===== src/rtl/nr_inv_sqrt_iter.sv =====
// nr_inv_sqrt_iter: iterative Newton-Raphson refinement of 1/sqrt(x) on unsigned Q(INT,F) words.
// Define NR_INV_SQRT_ROUND_EN to round (half up) instead of truncate when rescaling each step.
module nr_inv_sqrt_iter #(
  parameter int INT_WIDTH   = 12,
  parameter int FRACT_WIDTH = 4,
  parameter int ITERATIONS  = 2
) (
  input  logic                             clk,
  input  logic                             rst_n,
  input  logic                             in_valid,
  output logic                             in_ready,
  input  logic [INT_WIDTH+FRACT_WIDTH-1:0] x,
  input  logic [INT_WIDTH+FRACT_WIDTH-1:0] y0,
  output logic                             out_valid,
  input  logic                             out_ready,
  output logic [INT_WIDTH+FRACT_WIDTH-1:0] y,
  output logic                             zero_err
);
  localparam int W = INT_WIDTH + FRACT_WIDTH;
  localparam int F = FRACT_WIDTH;
  localparam logic [3*W-1:0] THREE_HALVES = (3*W)'(3) << (3*F-1);
`ifdef NR_INV_SQRT_ROUND_EN
  localparam logic [4*W-1:0] RND = (4*W)'(1) << (3*F-1);
`else
  localparam logic [4*W-1:0] RND = '0;
`endif
  typedef enum logic [1:0] {IDLE, CALC_A, CALC_Y, DONE} state_t;
  state_t         state;
  logic [W-1:0]   xr, yc, y_next;
  logic [3*W-1:0] a, prod3, b;
  logic [4*W-1:0] p, q;
  logic [3:0]     cnt, cnt_n;
  assign in_ready  = state == IDLE;
  assign out_valid = state == DONE;
  always_comb begin
    prod3  = (3*W)'(xr) * (3*W)'(yc) * (3*W)'(yc);
    b      = a > THREE_HALVES ? '0 : THREE_HALVES - a;
    p      = (4*W)'(yc) * (4*W)'(b) + RND;
    q      = p >> (3*F);
    y_next = |q[4*W-1:W] ? '1 : q[W-1:0];
    cnt_n  = cnt + 4'd1;
  end
  always_ff @(posedge clk or negedge rst_n) begin
    if (!rst_n) begin
      state    <= IDLE;
      xr       <= '0;
      yc       <= '0;
      a        <= '0;
      cnt      <= '0;
      y        <= '0;
      zero_err <= 1'b0;
    end else begin
      case (state)
        IDLE: if (in_valid) begin
          xr  <= x;
          yc  <= y0;
          cnt <= '0;
          if (x == '0) begin
            y        <= '1;
            zero_err <= 1'b1;
            state    <= DONE;
          end else begin
            state <= CALC_A;
          end
        end
        CALC_A: begin
          a     <= prod3 >> 1;
          state <= CALC_Y;
        end
        CALC_Y: begin
          yc  <= y_next;
          cnt <= cnt_n;
          if (cnt_n < 4'(ITERATIONS)) begin
            state <= CALC_A;
          end else begin
            y        <= y_next;
            zero_err <= 1'b0;
            state    <= DONE;
          end
        end
        DONE: if (out_ready) state <= IDLE;
        default: state <= IDLE;
      endcase
    end
  end
endmodule


===== config.mk =====
export PLATFORM = sky130hd
export DESIGN_NAME = nr_inv_sqrt_iter
export DESIGN_NICKNAME = d
export VERILOG_FILES = /design/src/rtl/nr_inv_sqrt_iter.sv
export SDC_FILE = /design/constraint.sdc
export NUM_CORES = 2
export LEC_CHECK = 0
export ABC_AREA = 0
export BUFFER_PORTS_ARGS = -buffer_cell sky130_fd_sc_hd__buf_2
export CELL_PAD_IN_SITES_DETAIL_PLACEMENT = 2
export CELL_PAD_IN_SITES_GLOBAL_PLACEMENT = 2
export CORE_MARGIN = 8
export CORE_UTILIZATION = 46
export DETAILED_ROUTE_END_ITERATION = 16
export GPL_TIMING_DRIVEN = 0
export PLACE_DENSITY_LB_ADDON = 0.1
export REMOVE_ABC_BUFFERS = 1
export SLEW_MARGIN = 25
export SYNTH_ARGS = -nofsm -noshare
export SYNTH_HDL_FRONTEND = slang
export SYNTH_SLANG_ARGS = --single-unit

===== constraint.sdc =====
create_clock -name clk -period 34.1 [get_ports clk]
set_input_delay 1.705 -clock clk [delete_from_list [all_inputs] [get_ports clk]]
set_output_delay 1.705 -clock clk [all_outputs]
set_load 0.02 [all_outputs]

==> reports/results.ini <==
[detailed_routing]
drc = 0
drt-vias-per-instance = 5.490
routedWlPerCell_um = 25.65
vias = 40490
totalWireLength_um = 189200
ant_nets = 0
drt_pass1_iterations = 5
drt_iter0_markers = 1793

[finish]
nNetsFinal = 7523
layout-drive-gt1-share_pct = 4.302
fillCellCount = 12020
syn2layout_area_growth_pct = 7.488
fin_cells = 7375
finish.utilization_pct = 49.90
final_area_um2 = 55230

[setup_path]
cp_data_arrival_time_ns = 15.33
cpMostUsedCell = fa_1
cp_max_fo = 38
start_kind = flop
crit_buf_inv = 9
critPathMaxStageDelay_ns = 0.75
path_class = reg2reg
end_kind = flop
crit_family = adder cells
worst_ep_required_time_ns = 34.38
slowest_stage = a31oi_1

[grt]
grt_max_degree = 69
grt_use_total_pct = 31.46
grt_pass1_vias = 50950
antenna_found_initial = 6
grt_pass1_wl_um = 297100
grt-ovfl-total = 0

[place]
placed_cell_area_um2 = 54890
gp_congestion = 0.8547
dp.cells = 7353
dp_hpwl_um = 154600
place.port_buffers = 54

[cts]
cts_tree = built
clkTransAtPathRegs_ns = 0.09
root_buffer = clkbuf_16
cts-buffers-inserted = 9
cts_hold_buf = 0
clock_path_buffers = 2
cts_htree_levels = 3
post_cts_resized = 0
cts_setup_buffers = 0
clkLatencyLatePin_ns = 0.42
clkSinkCount = 102

[floorplan]
die_w_um = 350.2
coreArea_um2 = 110700
initial_utilization_pct = 46.43
num_rows = 122
fp.dieH_um = 350.2
ios = 55
dieArea_um2 = 122600

[worst_hold_path]
min_path_type = reg2reg

[timing]
timing.final.crit_share_pct = 44.11
setup_viol = 0
slew_headroom_pct = 27.56
setup_tns_ns = 0
finalCriticalPeriod_ns = 15.04
drv_slew = 0
worstMarginPinSlew_ns = 1.087
hold_viol = 0
clock_skew_ns = 0.02370
max_freq_mhz = 66.48
rsz0062_at_grt = no

[logic_synthesis]
ys.warnings.count = 0
ys.flop_type = dfrtp_1
syn_inst = 5760
ys_ff_latch = 102
syn_area_um2 = 51380
synthArstFlopShare_pct = 100.0
synth_edf_count = 0
syn_area_per_cell_um2 = 8.920
yosysSeqAreaShare_pct = 4.968
synth_cell_types = 83

[job]
maxCapViolCount = 0

[status]
status = complete, no violations

-- area by class of cell --
cell class / count / area [um2] / area share, %
Multi-Input combinational cell: 4213 / 43650 / 79.04
Antenna cell: 6 / 15.01 / 0.02719
Tap cell: 1488 / 1862 / 3.371
Inverter: 1431 / 5371 / 9.726
Clock buffer: 9 / 225.2 / 0.4078
Sequential cell: 102 / 2614 / 4.733
Timing Repair Buffer: 119 / 1400 / 2.535
Clock inverter: 7 / 90.09 / 0.1631
-- Yosys cell counts (all sizes together) (14+ instances only) --
master  count  share of area [%]
or3        27               0.34
fa       1253                 49
clkbuf    269                2.0
or2        14               0.17
nand2     767                5.6
and2      499                6.1
and3       47               0.57
nor3       32               0.32
nor4       26               0.42
a21o       54               0.79
xor2       46               0.78
ha        358                8.7
nand2b     30               0.37
xnor2      59                1.0
nand4      43               0.52
nand3      34               0.33
a21oi     151                1.5
nor2      121               0.88
inv      1431                 10
o21ai     130                1.3
a31oi      39               0.49
mux2       19               0.42
o21a       26               0.38
o21bai     15               0.22
nor2b      18               0.22
dfrtp     102                5.0
buf        15               0.18
-- sequential cells by signal (all words and copies together) (netlist names) --
name,cells
yc,16
zero_err,1
a,47
state,2
cnt,4
xr,16
y,16
-- per-layer routing --
layer  routed length (um)  up-vias  GRT usage, %
li1                     -    16980             -
met1                72170    21950         36.80
met2               101600     1110         58.52
met3                 8046      447         3.974
met4                 7319        0         12.03
met5                    0        -             0
-- path summary, 6_finish.rpt --
| kind | startpoint | end | slack [ns] | cells after the start |
|---|---|---|---|---|
| min reg2reg | a[34] | a[34] | 0.50 | 2 |
| max reg2reg | yc[4] | a[46] | 19.06 | 43 |
| min | a[34] | a[34] | 0.50 | 2 |
| max | yc[4] | a[46] | 19.06 | 43 |
| max in group asynchronous | rst_n | xr[0] | 32.12 | 2 |
| min in group asynchronous | rst_n | yc[0] | 1.20 | 1 |
-- logic make-up after synthesis --
family | synth area share, %
buffers and inverters | 12.59
AND/OR/NAND/NOR | 16.21
adder cells (fa/ha/maj) | 57.54
AO/OA/AOI/OAI | 6.312
XOR/XNOR | 1.790
flip-flops | 4.968
multiplexers | 0.5723
other | 0.01462
-- cell usage in the layout, fill, tap and decap left out, types with 21 or more instances in the layout --
| cell | n |
|---|---|
| a21o_1 | 54 |
| a21oi_1 | 150 |
| a31oi_1 | 38 |
| and2_1 | 496 |
| and3_1 | 47 |
| buf_2 | 53 |
| buf_6 | 25 |
| conb_1 | 272 |
| dfrtp_1 | 85 |
| fa_1 | 1253 |
| ha_1 | 358 |
| inv_1 | 1431 |
| nand2_1 | 764 |
| nand2b_1 | 29 |
| nand3_1 | 34 |
| nand4_1 | 43 |
| nor2_1 | 107 |
| nor3_1 | 31 |
| nor4_1 | 21 |
| o21a_1 | 25 |
| o21ai_0 | 128 |
| or3_1 | 26 |
| xnor2_1 | 41 |
| xor2_1 | 43 |
-- worst reg2reg max path: cells and delay by family, from the launching register on --
| kind | cells | cell delay [ns] |
|---|---|---|
| AOI/OAI and AO/OA | 11 | 3.47 |
| xor gates and xnor gates | 1 | 0.16 |
| adders and majority gates | 14 | 6.95 |
| buffers and inverters | 9 | 0.83 |
| DFF | 1 | 0.63 |
| and+or+nand+nor | 8 | 2.87 |
-- metrics by stage --
| step | setup WS, ns | hold WS [ns] |
|---|---|---|
| after floorplan | 20.15 | 0.4391 |
| after global placement | 8.654 | 0.4626 |
| after detailed placement | 19.35 | 0.4853 |
| after CTS | 19.18 | 0.5014 |
| after global routing | 18.56 | 0.5290 |
| final | 19.06 | 0.5026 |
Power is left out: the tool's default activity adds up to more than one toggle a clock period on the data nets, which glitch-free logic cannot reach.
